--- src/rtl/ofdm_subcarrier_scheduler.sv ---
// ofdm_subcarrier_scheduler
//
// Purpose:
//   Builds one 64-bin OFDM symbol for the IFFT from the QPSK mapper stream.
//   Bins are emitted in ascending order 0..63. Data bins take the next mapper
//   symbol. Pilot bins carry +/-PILOT_AMP on I. Null bins (DC and guards) carry
//   zero. The mapper is only pulled (s_axis_tready) while a data bin is loading.
//
// Ports:
//   clk              clock
//   rst              asynchronous reset, active low
//   s_axis_tvalid    mapper symbol valid
//   s_axis_tdata     mapper symbol {Q, I}
//   s_axis_tlast     last mapper symbol of the packet
//   s_axis_tready    scheduler takes a mapper symbol this cycle
//   s_bit_symb_last  mapper marks the 48th data symbol of an OFDM symbol
//   m_axis_tvalid    IFFT bin valid
//   m_axis_tdata     IFFT bin {Q, I}
//   m_axis_tlast     bin 63 of the final OFDM symbol of a packet
//   m_axis_tuser     bin 63 of every OFDM symbol
//   m_bin_idx        bin index of the word on m_axis_tdata
//   m_axis_tready    IFFT accepts the current bin
//   sym_err          one-cycle pulse on a data-count / symb_last mismatch
module ofdm_subcarrier_scheduler #(
  parameter int unsigned     DW        = 16,
  parameter logic [DW-1:0]   PILOT_AMP = 16'h5A82
) (
  input  logic              clk,
  input  logic              rst,
  input  logic              s_axis_tvalid,
  input  logic [2*DW-1:0]   s_axis_tdata,
  input  logic              s_axis_tlast,
  output logic              s_axis_tready,
  input  logic              s_bit_symb_last,
  output logic              m_axis_tvalid,
  output logic [2*DW-1:0]   m_axis_tdata,
  output logic              m_axis_tlast,
  output logic              m_axis_tuser,
  output logic [5:0]        m_bin_idx,
  input  logic              m_axis_tready,
  output logic              sym_err
);

  localparam logic [DW-1:0] PILOT_NEG = -PILOT_AMP;
  localparam logic [6:0]    LFSR_SEED = 7'h7F;

  typedef enum logic {
    IDLE = 1'b0,
    RUN  = 1'b1
  } state_t;

  state_t          state_reg, state_next;
  logic [5:0]      bin_reg, bin_next;
  logic            pkt_flag_reg, pkt_flag_next;
  logic [6:0]      lfsr_reg, lfsr_next;
  logic            m_valid_reg, m_valid_next;
  logic [2*DW-1:0] m_data_reg, m_data_next;
  logic            m_last_reg, m_last_next;
  logic            m_user_reg, m_user_next;
  logic [5:0]      m_idx_reg, m_idx_next;
  logic            sym_err_reg, sym_err_next;

  // Constant per-bin class maps.
  logic [63:0] null_map;
  logic [63:0] pilot_map;
  logic [63:0] pilot_base_neg_map;

  genvar gi;
  generate
    for (gi = 0; gi < 64; gi++) begin : g_bin_map
      assign null_map[gi]           = (gi == 0) || ((gi >= 27) && (gi <= 37));
      assign pilot_map[gi]          = (gi == 7) || (gi == 21) || (gi == 43) || (gi == 57);
      assign pilot_base_neg_map[gi] = (gi == 21);
    end
  endgenerate

  logic            bin_null;
  logic            bin_pilot;
  logic            bin_data;
  logic            bin_last;
  logic            lfsr_fb;
  logic            pilot_neg;
  logic [2*DW-1:0] pilot_word;
  logic            ld;
  logic            accept;
  logic            load;
  logic            pkt_end;

  assign bin_null   = null_map[bin_reg];
  assign bin_pilot  = pilot_map[bin_reg];
  assign bin_data   = !bin_null && !bin_pilot;
  assign bin_last   = (bin_reg == 6'd63);

  // x^7 + x^4 + 1: the feedback bit is also the polarity bit of the current
  // OFDM symbol (0 -> +1, 1 -> -1). Seed all-ones gives 0 for symbol one.
  assign lfsr_fb    = lfsr_reg[6] ^ lfsr_reg[3];
  assign pilot_neg  = pilot_base_neg_map[bin_reg] ^ lfsr_fb;
  assign pilot_word = {{DW{1'b0}}, (pilot_neg ? PILOT_NEG : PILOT_AMP)};

  // Output register can take a new word when empty or being drained.
  assign ld = (!m_valid_reg || m_axis_tready) && (state_reg == RUN);

  // Once the packet flag is set mid-symbol, the rest of the data bins are
  // zero-filled, so the mapper is not pulled any more.
  assign s_axis_tready = ld && bin_data && !pkt_flag_reg;
  assign accept        = s_axis_tready && s_axis_tvalid;
  assign load          = ld && (!bin_data || pkt_flag_reg || s_axis_tvalid);

  // Packet ends with this symbol if tlast was already seen, or arrives now.
  assign pkt_end = pkt_flag_reg || (accept && s_axis_tlast);

  always_comb begin
    state_next    = state_reg;
    bin_next      = bin_reg;
    pkt_flag_next = pkt_flag_reg;
    lfsr_next     = lfsr_reg;
    m_valid_next  = m_valid_reg && !m_axis_tready;
    m_data_next   = m_data_reg;
    m_last_next   = m_last_reg;
    m_user_next   = m_user_reg;
    m_idx_next    = m_idx_reg;
    // symb_last must be high exactly on the data beat in bin 63; a tlast on
    // any earlier data beat truncates the symbol and is also an error.
    sym_err_next  = accept && ((s_bit_symb_last != bin_last) ||
                               (s_axis_tlast && !bin_last));

    unique case (state_reg)
      IDLE: begin
        if (s_axis_tvalid) begin
          state_next = RUN;
          bin_next   = 6'd0;
        end
      end

      RUN: begin
        if (load) begin
          m_valid_next = 1'b1;
          m_idx_next   = bin_reg;
          m_user_next  = bin_last;
          m_last_next  = bin_last && pkt_end;
          if (bin_null) begin
            m_data_next = '0;
          end else if (bin_pilot) begin
            m_data_next = pilot_word;
          end else if (pkt_flag_reg) begin
            m_data_next = '0;
          end else begin
            m_data_next = s_axis_tdata;
          end

          bin_next = bin_reg + 6'd1;
          if (accept && s_axis_tlast) begin
            pkt_flag_next = 1'b1;
          end

          if (bin_last) begin
            if (pkt_end) begin
              pkt_flag_next = 1'b0;
              lfsr_next     = LFSR_SEED;
              state_next    = IDLE;
            end else begin
              lfsr_next = {lfsr_reg[5:0], lfsr_fb};
            end
          end
        end
      end

      default: begin
        state_next = IDLE;
      end
    endcase
  end

  always_ff @(posedge clk or negedge rst) begin
    if (!rst) begin
      state_reg    <= IDLE;
      bin_reg      <= 6'd0;
      pkt_flag_reg <= 1'b0;
      lfsr_reg     <= LFSR_SEED;
      m_valid_reg  <= 1'b0;
      m_data_reg   <= '0;
      m_last_reg   <= 1'b0;
      m_user_reg   <= 1'b0;
      m_idx_reg    <= 6'd0;
      sym_err_reg  <= 1'b0;
    end else begin
      state_reg    <= state_next;
      bin_reg      <= bin_next;
      pkt_flag_reg <= pkt_flag_next;
      lfsr_reg     <= lfsr_next;
      m_valid_reg  <= m_valid_next;
      m_data_reg   <= m_data_next;
      m_last_reg   <= m_last_next;
      m_user_reg   <= m_user_next;
      m_idx_reg    <= m_idx_next;
      sym_err_reg  <= sym_err_next;
    end
  end

  assign m_axis_tvalid = m_valid_reg;
  assign m_axis_tdata  = m_data_reg;
  assign m_axis_tlast  = m_last_reg;
  assign m_axis_tuser  = m_user_reg;
  assign m_bin_idx     = m_idx_reg;
  assign sym_err       = sym_err_reg;

endmodule

--- config.mk ---
export PLATFORM = sky130hd
export DESIGN_NAME = ofdm_subcarrier_scheduler
export DESIGN_NICKNAME = d
export VERILOG_FILES = /design/src/rtl/ofdm_subcarrier_scheduler.sv
export SDC_FILE = /design/constraint.sdc
export NUM_CORES = 1
export LEC_CHECK = 0
export ABC_AREA = 0
export BUFFER_PORTS_ARGS = -buffer_cell sky130_fd_sc_hd__buf_4
export CAP_MARGIN = 10
export CORE_MARGIN = 2
export CORE_UTILIZATION = 50
export CTS_BUF_LIST = sky130_fd_sc_hd__clkbuf_2 sky130_fd_sc_hd__clkbuf_4 sky130_fd_sc_hd__clkbuf_8
export DETAILED_ROUTE_END_ITERATION = 8
export GPL_TIMING_DRIVEN = 0
export PLACE_DENSITY = 0.84
export SETUP_SLACK_MARGIN = 0.3
export SLEW_MARGIN = 40
export SYNTH_ARGS = -nofsm -noshare
export SYNTH_HDL_FRONTEND = slang
export SYNTH_SLANG_ARGS = --single-unit
--- constraint.sdc ---
create_clock -name clk -period 2.7 [get_ports clk]
set_input_delay 0.27 -clock clk [delete_from_list [all_inputs] [get_ports clk]]
set_output_delay 0.27 -clock clk [all_outputs]
set_load 0.01 [all_outputs]
**After elaboration in Yosys (flattened, before gate mapping)**

Memory sizes are Yosys's and may differ from the RTL's.
Cells that the tools add are included.

- Add/subtract/negate cells: 1
- $lt $le $gt $ge: 1
- Equal/unequal tests: 4
- Mux-type cells: 21
- Bitwise gates (word level): 3
- Reduce and logical (&&, ||, !) cells: 26

Operators by type and width:

| kind | count |
|---|---|
| 32-bit 2-to-1 mux | 3 |
| 16-bit 2-to-1 mux | 1 |
| 1-bit 2-to-1 mux | 12 |
| 6-bit 2-to-1 mux | 2 |
| 6-bit case mux with 2 select lines | 1 |
| 1-bit logical AND | 11 |
| 1-bit logical NOT | 7 |
| 6-bit by 7-bit < comparator with 1-bit output, second input constant | 1 |
| 7-bit 2-to-1 mux | 1 |
| 6-bit by 1-bit adder with 6-bit output, second input constant | 1 |
| 6-bit equality test, second input constant | 1 |
| 1-bit logical OR | 5 |
| 2-bit AND reduction | 2 |
| 3-bit AND reduction | 1 |
| 2-bit by 1-bit != test with 1-bit output, second input constant | 1 |
| 2-bit != test, second input constant | 1 |
| 1-bit case mux with 2 select lines | 1 |
| 1-bit bitwise XOR | 2 |
| 1-bit != test | 1 |
| 1-bit inverter | 1 |

- Register bits: 57
- Memory bits (read-only): 192
- Input port bits: 38
- Output and inout port bits: 43
- Word-level logic and storage cells: 69
- Memories: 3

Memory list:

| name | words | bits a word | rd ports | clocked after memory_dff | write ports | line | source |
|---|---|---|---|---|---|---|---|
| (name not given) | 64 | 1 | 1 | 0 | 0 | 97 | `assign pilot_neg = pilot_base_neg_map[bin_reg] ^ lfsr_fb;` |
| (name not given) | 64 | 1 | 1 | 0 | 0 | 90 | `assign bin_pilot = pilot_map[bin_reg];` |
| (name not given) | 64 | 1 | 1 | 0 | 0 | 89 | `assign bin_null = null_map[bin_reg];` |

**Depth between registers and ports, before layout**

Gate-level depths: netlist of the first run.

- Depth after elaboration: 13
- Mapped depth: 10
- Depth with buffers taken out: 8

**Worst setup path after synthesis of the first run**

Ideal clock, no wire load.

- Path type: register to register
- Start: register bin_reg[0]
- End: register m_idx_reg[0] (netlist: m_bin_idx[0])
- Setup time: 0.125 ns
- Arrival time: 2.316 ns
- Required time: 2.575 ns
- Path slack: 0.259 ns
- Cell stages (with the launch flop): 11
- Clock period less this slack: 2.441 ns
- Path through: dfrtp_1 -> ha_1 -> inv_1 -> ha_1 -> nand3b_1 -> a21oi_4 -> or4_1 -> buf_6 -> o21ai_4 -> buf_6 -> mux2_4

- Word-level cells in the longest chain between the ends: 9
- Elaborated cells on any way between the ends: 12
- Classes of those cells: mux (2); reduce/logical (8); memory (2)

Ends and longest elaborated chain:

| what | line | source |
|---|---|---|
| start, declared | 53 | `logic [5:0] bin_reg, bin_next;` |
| start signal, assigned | 188 | `bin_reg <= bin_next;` |
| memory 64 x 1 bit, on equally long branches | - |  |
| 1-bit 2-to-1 mux, on equally long branches | 89, 90 |  |
| 1-bit logical NOT | 91 | `assign bin_data = !bin_null && !bin_pilot;` |
| 1-bit logical AND | 91 |  |
| 1-bit logical NOT | 107 | `assign load = ld && (!bin_data \|\| pkt_flag_reg \|\| s_axis_tvalid);` |
| 1-bit logical OR (2 in series) | 107 |  |
| 1-bit logical AND | 107 |  |
| 2-bit AND reduction (no line) | - |  |
| end signal, assigned | 195 | `m_idx_reg <= m_idx_next;` |
| end, declared | 60 | `logic [5:0] m_idx_reg, m_idx_next;` |

Several ways; a longest one is shown, not always the timed one. The select of a mux whose other input is x is not followed.
A chain may end at the register's enable or synchronous reset.

**Final worst setup path of the first run**

- Start: register bin_reg[0]
- End: output port s_axis_tready

- Word-level cells in the longest chain between the ends: 6
- Elaborated cells on any way between the ends: 9
- Classes of those cells: mux (2); reduce/logical (5); memory (2)

Ends and longest elaborated chain:

| what | line | source |
|---|---|---|
| memory 64 x 1 bit, on equally long branches | - |  |
| 1-bit 2-to-1 mux, on equally long branches | 89, 90 |  |
| 1-bit logical NOT | 91 |  |
| 1-bit logical AND * | 91 |  |
| 1-bit logical AND * (2 in series) | 105 | `assign s_axis_tready = ld && bin_data && !pkt_flag_reg;` |
| end, declared | 33 | `output logic s_axis_tready,` |

Mark *: on every way between the ends. The rest lies on a longest branch, timed or not. The select of a mux whose other input is x is not followed.

==> flow_summary.ini, run 1 <==
[finish]
drive_above_1_share = 0.452
nets = 385
largest_reg_flops = 32
layout-area-overhead-vs-synth_pct = 40.9
num_antenna_cells = 0
fillerInstances = 342

[synthesis]
ys_seq_elements = 57
synth_common_cells = dfrtp_1, inv_1, a22o_1
synth_flop_cell = dfrtp_1
synth-xor-area-share = 0.00323
synth-adder-area-share = 0.0231
synth_async_sr_flop_share = 1.00
synth_compound_area_frac = 0.212
synth.yosys.seq_area_share = 0.530
yosysWarnings = 0
synth-edff-count = 0
syn_area_mm2 = 0.00271
yosys.cell_count.top_type = dfrtp_1
netlist-cell-type-count = 45
netlist.area_leader.share = 0.462
syn_inst = 237
synth_top_family_by_area = compound AO/OA/AOI/OAI gates
yosys.area_share.simple = 0.101
post_synth.cell_area_avg_um2 = 11.4
syn-num-nets = 280
synth_area_leaders = dfrtp_1, dfstp_2, a22o_1
synth_largest_area_cell = dfrtp_1
synthMuxAreaShare = 0.0670

[drt]
initialDrtViolationCount = 122
ant_nets = 0
wl_per_cell_um = 16.5
drt-total-wl_um = 6870
drt_pre_antenna_iters = 4
drt-vias-per-instance = 5.54
route.vias.total = 2311
drc_errors = 0

[worst_setup_path]
worst_path_largest_cell_delay_ps = 510
reg2reg_depth = 10
worstSetupEndpoint = s_axis_tready
crit_slowest_cell = or4_4
crit_path_cell_trace = ha_4 -> inv_2 -> ha_1 -> nand3b_1 -> a21oi_4 -> or4_4 -> buf_6 -> nor2_4 -> buf_6
crit_required_ps = 2430
reg2reg_slack_ps = 230
criticalPathCategory = flip-flop to output port
worstReg2RegStart = bin_reg[0]
end_kind = output port
crit_path_start_kind = flip-flop
cp_max_fo = 4
crit_cells = 9
crit_start = bin_reg[0]
arrival_ps = 2210
path_common_cell = buf_6
crit_family = simple AND/OR/NAND/NOR gates
rr_endpoint = m_bin_idx[4]
path_buf_inv = 3

[timing]
fin_skew_ps = 6.82
min_period_over_period = 0.919
setup_tns_ps = 0
period_needed_ps = 2480
hold_ws_ps = -28.0
worstMarginPinSlew_ps = 691
setup_viol = 0
maxSlewViolCount = 0
maxSlewHeadroom = 0.540
hold_violations = 27
max_freq_mhz = 403
rsz0062_at_grt = true

[cts]
clockBufferDepth = 2
clk_latency_ps = 330
htreeDepth = 3
numCtsBuffers = 9
path_clk_slew_ps = 70
tritoncts = built
clock_sinks = 57
cts-root-buf = clkbuf_8

[flow_run]
maxCapViolations = 0

[global_route]
grt_pass1_wl_um = 10800
grt_antenna_before_repair = 0
grt_pass1_vias = 2235
grt_max_degree = 58
gr-total-overflow = 0
grt_usage = 0.231

[pwr]
p_clk_frac = 0.210
power_leakage_nw = 1.88
p_seq_frac = 0.328
ir_worst_vdd_mv = 0.729
finalPower_mw = 3.80
p_per_area_mw_per_mm2 = 997
switchingPower_mw = 1.41
switching_share = 0.370
combPwrFrac = 0.461
p_int_mw = 2.40

[floorplanning]
core_area_mm2 = 0.00517
pin_count = 81
die_x_um = 77.6
rows = 26
initial_utilization = 0.524
die_h_um = 77.6
dieArea_mm2 = 0.00602

[placed_design]
numPortBuffers = 80
place_hpwl_um = 4410
gp_congestion = 0.899

[outcome]
violations = negative hold slack
status = finished, violations left

[hold_path]
hold_path_class = primary input to async pin
==> per-layer routing <==
| metal | up-vias | part of all wire | track usage |
|---|---|---|---|
| met5 | - | 0 | 0 |
| met4 | 0 | 0.025 | 0.114 |
| met3 | 18 | 0.049 | 0.0384 |
| met2 | 85 | 0.49 | 0.372 |
| met1 | 1144 | 0.44 | 0.303 |
| li1 | 1064 | - | - |
==> power by group through the flow <==
stage          clock (mW)  sequential, mW  combinational, mW
2_1_floorplan           0            1.31              0.874
3_3_place_gp            0            1.25               1.44
3_5_place_dp            0            1.26               1.48
4_1_cts             0.811            1.24               1.61
5_1_grt             0.856            1.28               1.88
6_report            0.800            1.25               1.75
==> cell families after synthesis <==
logic type,count (synthesis)
fa+ha+maj,5
flops,57
simple gates,49
buf+inv,35
compound gates,75
xor+xnor,1
mux,15
==> timing repair <==
| action | 4_1_cts | 5_1_grt |
|---|---|---|
| resized for setup | 12 | 14 |
| hold buffers | 0 | 0 |
| setup buffers | 8 | 6 |
| setup endpoints to repair | 37 | 47 |
| pin swaps | 3 | 5 |
==> layout by cell type, fill, tap and decap left out, types with 2 or more instances in the layout <==
master      Yosys  final
inv_1          19     18
o31ai_1        10      8
nand3_1         2      2
ha_1            5      4
nor2_4          1      2
buf_4           1     94
a22o_1         18     18
nand3b_1        2      2
nor3_1          2      2
clkbuf_8        0     10
nand2b_1        6      6
nand2_1        12     11
dfrtp_1        50     48
dfrtp_2         0      2
nor4_1          2      2
o22a_1          5      5
clkinvlp_4      0      2
a21o_1          2      2
buf_6           4      7
dfstp_2         7      7
buf_2           7      4
clkinv_2        0      2
o21ai_0        11     11
nor2_1         13     12
clkbuf_1        4      3
nand4_1         2      2
mux2_4          6      6
mux2i_1         8      8
and2_1          2      2
a21oi_1        17     17
==> area by class of cell <==
type | instances | area, um2 | share of cell area
plain buffers | 16 | 123 | 0.0321
clock inverters | 5 | 55.1 | 0.0144
flip-flops and latches | 57 | 1440 | 0.377
clock buffers | 11 | 145 | 0.0380
repair buffers | 94 | 713 | 0.187
inverters | 19 | 71.3 | 0.0187
multi-input cells | 145 | 1180 | 0.310
well taps | 70 | 87.6 | 0.0230
==> worst min-delay path by stage <==
stage,start,to,cells past startpoint
floorplan,rst,bin_reg[0],0
global placement,rst,bin_reg[2],1
detailed placement,rst,bin_reg[2],1
CTS,rst,m_axis_tdata[12],1
global route,rst,m_axis_tdata[8],1
finish,rst,bin_reg[2],1
==> metrics by stage <==
stage | worst slack [ps] | instances | area, um2 | util
3_3_place_gp | 145 | 387 | 3400 | 0.657
6_report | 219 | 417 | 3820 | 0.738
4_1_cts | 232 | 411 | 3700 | 0.715
5_1_grt | 179 | 417 | 3820 | 0.738
2_1_floorplan | 290 | 237 | 2710 | -
3_5_place_dp | 117 | 387 | 3400 | 0.657
No activity file was read; power rests on OpenSTA's default activity.
==> run 2: changes to the inputs <==
--- a/config.mk
+++ b/config.mk
@@ -14,6 +14,7 @@
 export DETAILED_ROUTE_END_ITERATION = 8
 export GPL_TIMING_DRIVEN = 0
 export PLACE_DENSITY = 0.84
+export RECOVER_POWER = 100
 export SETUP_SLACK_MARGIN = 0.3
 export SLEW_MARGIN = 40
 export SYNTH_ARGS = -nofsm -noshare
==> flow_summary.ini, run 2 (synthesis gave the netlist of run 1 again) <==
[drt]
drc_errors = 0
initialDrtViolationCount = 177
drt-total-wl_um = 6850
wl_per_cell_um = 16.4
drt_pre_antenna_iters = 5
route.vias.total = 2327
ant_nets = 0
drt-vias-per-instance = 5.58

[floorplanning]
die_h_um = 77.6
rows = 26
core_area_mm2 = 0.00517
die_x_um = 77.6
initial_utilization = 0.524
dieArea_mm2 = 0.00602
pin_count = 81

[pwr]
power_leakage_nw = 1.67
ir_worst_vdd_mv = 0.684
p_per_area_mw_per_mm2 = 990

[worst_setup_path]
arrival_ps = 2800
cp_max_fo = 10
end_kind = flip-flop
crit_path_start_kind = flip-flop
criticalPathCategory = flip-flop to flip-flop
crit_required_ps = 2950

[hold_path]
hold_path_class = primary input to flip-flop

[cts]
htreeDepth = 3
hold_buffers = 0
clockBufferDepth = 2
cts-root-buf = clkbuf_8
clk_latency_ps = 340
clock_sinks = 57
path_clk_slew_ps = 70
numCtsBuffers = 9
tritoncts = built

[global_route]
grt_pass1_wl_um = 10800
grt_usage = 0.231
grt_pass1_vias = 2235
grt_max_degree = 58
grt_antenna_before_repair = 0
gr-total-overflow = 0

[finish]
fin_util = 0.693
largest_reg_flops = 32
num_antenna_cells = 0
final_cell_mix = dfrtp_1, clkbuf_1, buf_4
instances_no_fill = 417
nets = 385
final_common_cell = dfrtp_1
drive_above_1_share = 0.297
layout-area-overhead-vs-synth_pct = 32.2

[timing]
period_needed_ps = 2560
fin_ws_ps = 143
min_period_over_period = 0.947
fin_skew_ps = 6.99
rsz0062_at_grt = true
hold_ws_ps = 119
setup_tns_ps = 0
worstMarginPinSlew_ps = 1360
maxSlewViolCount = 0
setup_viol = 0
maxSlewHeadroom = 0.0947
max_freq_mhz = 391
hold_violations = 0

[placed_design]
numPortBuffers = 80
dpl_worst_slack_ps = 117
gp_congestion = 0.899
dp.cells = 387
place_hpwl_um = 4410

[flow_run]
maxCapViolations = 0

[outcome]
status = complete, no violations
## run 2: cell count changes in the layout (fill, tap and decap cells not counted), sizes merged
cell	delta
buf	-50
clkbuf	+50
## run 2: worst max-delay path: stages, from the launching register on
cell	delay, ps
dfrtp_2	440
ha_4	180
inv_2	40
ha_1	120
nand3b_1	140
a21oi_4	80
or4_4	510
clkbuf_2	200
o21ai_4	200
clkbuf_2	320
mux2i_1	240
## run 2: final timing paths
| check | startpoint | slack, ps | endpoint | cells past startpoint |
|---|---|---|---|---|
| max in group asynchronous | rst | 1540 | bin_reg[1] | 1 |
| worst min register to register | lfsr_reg[4] | 470 | lfsr_reg[4] | 2 |
| worst max-delay path | bin_reg[0] | 140 | bin_reg[1] | 10 |
| worst max register to register | bin_reg[0] | 140 | bin_reg[1] | 10 |
| min in group asynchronous | rst | 240 | bin_reg[2] | 1 |
| worst min-delay path | s_bit_symb_last | 120 | sym_err | 2 |
## run 2: cell type report
type / count / area [um2]
well taps: 70 / 87.6
fillers: 406 / 1590
plain buffers: 16 / 110
flip-flops and latches: 57 / 1440
inverters: 19 / 71.3
repair buffers: 94 / 546
multi-input cells: 145 / 1130
clock inverters: 5 / 55.1
clock buffers: 11 / 145
## run 2: stage by stage
step                      cell area [um2]  power [mW]
final                                3580        3.55
after global placement               3400        2.69
after global routing                 3580        3.76
after CTS                            3700        3.66
after floorplan                      2710        2.19
after detailed placement             3400        2.74
## run 2: metal layers
layer / part of all wire / wire [um] / GRT usage / vias up
met2: 0.49 / 3390 / 0.372 / 94
met1: 0.43 / 2950 / 0.303 / 1152
met5: 0 / 0 / 0 / -
met3: 0.047 / 324 / 0.0384 / 19
met4: 0.027 / 184 / 0.114 / 0
li1: - / - / - / 1062
## run 2: where the power goes
part           total [mW]  switching [mW]  leakage (nW)  internal [mW]
Sequential           1.24           0.141         0.715           1.10
Clock               0.801           0.343        0.0987          0.458
Combinational        1.51           0.879         0.855          0.627
Total                3.55            1.36          1.67           2.18
## run 2: repair_timing
action                     4_1_cts  5_1_grt
setup endpoints to repair       37       47
gates resized for setup         12       14
buffers inserted                 8        6
pin swaps                        3        5
gates cloned                     0        0
==> run 3: changes to the inputs <==
==> constraint.sdc (replaced) <==
create_clock -name clk -period 2.85 [get_ports clk]
set_input_delay 0.285 -clock clk [delete_from_list [all_inputs] [get_ports clk]]
set_output_delay 0.285 -clock clk [all_outputs]
set_load 0.01 [all_outputs]
==> flow_summary.ini, run 3 (synthesis gave the netlist of run 1 again) <==
[cts]
tritoncts = built
cts-root-buf = clkbuf_8
numCtsBuffers = 9
clockBufferDepth = 2
clk_latency_ps = 330
path_clk_slew_ps = 70
htreeDepth = 3
clock_sinks = 57

[finish]
stdcell_area_mm2 = 0.00366
regArea_mm2 = 0.00144
nets = 384
largest_reg_flops = 32
fillerInstances = 377
multi_input_area_mm2 = 0.00115
num_antenna_cells = 0
final_cell_mix = dfrtp_1, clkbuf_1, buf_4
layout-area-overhead-vs-synth_pct = 35.1
final_common_cell = dfrtp_1
drive_above_1_share = 0.301

[drt]
drt-total-wl_um = 7160
initialDrtViolationCount = 223
ant_nets = 0
route.vias.total = 2316
drc_errors = 0
drt_pre_antenna_iters = 4
wl_per_cell_um = 17.2
drt-vias-per-instance = 5.57

[flow_run]
maxCapViolations = 0

[global_route]
grt_pass1_vias = 2211
grt_antenna_before_repair = 0
grt_max_degree = 58
grt_pass1_wl_um = 10800
grt_usage = 0.232
gr-total-overflow = 0

[timing]
maxSlewHeadroom = 0.0770
maxSlewViolCount = 0
setup_tns_ps = 0
fin_ws_ps = 199
max_freq_mhz = 377
rsz0062_at_grt = true
hold_violations = 0
period_needed_ps = 2650
fin_skew_ps = 7.62
setup_viol = 0
worstMarginPinSlew_ps = 1380
min_period_over_period = 0.930

[floorplanning]
rows = 26
die_x_um = 77.6
pin_count = 81
die_h_um = 77.6
initial_utilization = 0.524
dieArea_mm2 = 0.00602
core_area_mm2 = 0.00517

[worst_setup_path]
reg2reg_depth = 10
arrival_ps = 2860
path_buf_inv = 4
cp_max_fo = 5
crit_slowest_cell = or4_1
path_common_cell = buf_6
end_kind = flip-flop
crit_path_start_kind = flip-flop
criticalPathCategory = flip-flop to flip-flop
crit_path_cell_trace = buf_6 -> inv_2 -> ha_1 -> or4b_1 -> a21oi_4 -> or4_1 -> buf_6 -> o21ai_4 -> buf_8 -> mux2_1
crit_family = simple AND/OR/NAND/NOR gates
crit_required_ps = 3060
worst_path_largest_cell_delay_ps = 530
crit_cells = 10

[pwr]
ir_worst_vdd_mv = 0.572
finalPower_mw = 3.63
power_leakage_nw = 1.70
p_per_area_mw_per_mm2 = 993

[hold_path]
hold_path_class = primary input to flip-flop
whs_path_depth = 2

[placed_design]
numPortBuffers = 80
place_area_mm2 = 0.00340
gp_congestion = 0.867
dpl_worst_slack_ps = 232
place_hpwl_um = 4490

[outcome]
status = complete, no violations
## run 3: cell types whose count changed in the layout (fill, tap and decap cells not counted), moves of 2 or more
cell,change
bufinv_16,+2
clkbuf_4,-2
inv_2,+3
mux2_1,-2
inv_1,-3
mux2_4,+2
## run 3: worst register-to-register path: stages, from the launching register on
cell	delay (ps)
dfrtp_1	440
buf_6	160
inv_2	40
ha_1	160
or4b_1	210
a21oi_4	90
or4_1	530
buf_6	160
o21ai_4	270
buf_8	170
mux2_1	320
## run 3: final timing paths
kind	startpoint	end	slack, ps
max	bin_reg[1]	m_bin_idx[2]	200
min	s_axis_tdata[16]	m_axis_tdata[16]	170
max reg2reg	bin_reg[1]	m_bin_idx[2]	200
min reg2reg	lfsr_reg[4]	lfsr_reg[4]	470
max in group asynchronous	rst	bin_reg[0]	1650
min in group asynchronous	rst	m_axis_tlast	270
## run 3: cell type report
cell class                 instances  area share
tap                               70      0.0239
buffer                            16      0.0301
inverter                          19      0.0195
clock inverter                     5      0.0280
clock buffer                      11      0.0397
multi-input combinational        145       0.314
timing repair buffer              93       0.152
sequential                        57       0.393
## run 3: power by group
| group | internal [mW] | switching [mW] | total (mW) |
|---|---|---|---|
| Sequential | 1.04 | 0.131 | 1.17 |
| Combinational | 0.643 | 0.888 | 1.53 |
| Clock | 0.613 | 0.316 | 0.929 |
## run 3: per-stage QoR
| step | instances | hold slack, ps | util |
|---|---|---|---|
| 2_1_floorplan | 237 | -10.6 | - |
| 3_3_place_gp | 387 | 382 | 0.657 |
| 3_5_place_dp | 387 | 384 | 0.657 |
| 4_1_cts | 407 | 24.4 | 0.712 |
| 5_1_grt | 416 | 168 | 0.707 |
| 6_report | 416 | 175 | 0.707 |
## run 3: repair_timing
item / CTS / global route
gates resized for setup: 5 / 23
pin swaps: 0 / 3
endpoints found under the setup margin: 32 / 46
hold buffers: 0 / 0
setup buffers: 4 / 8
cloned: 0 / 1
## run 3: routing by layer
layer  GRT usage  share of wire  up-vias
met3      0.0512          0.057       21
met1       0.300           0.42     1130
met2       0.360           0.50      105
met5           0              0        -
met4       0.129          0.027        0
li1            -              -     1060
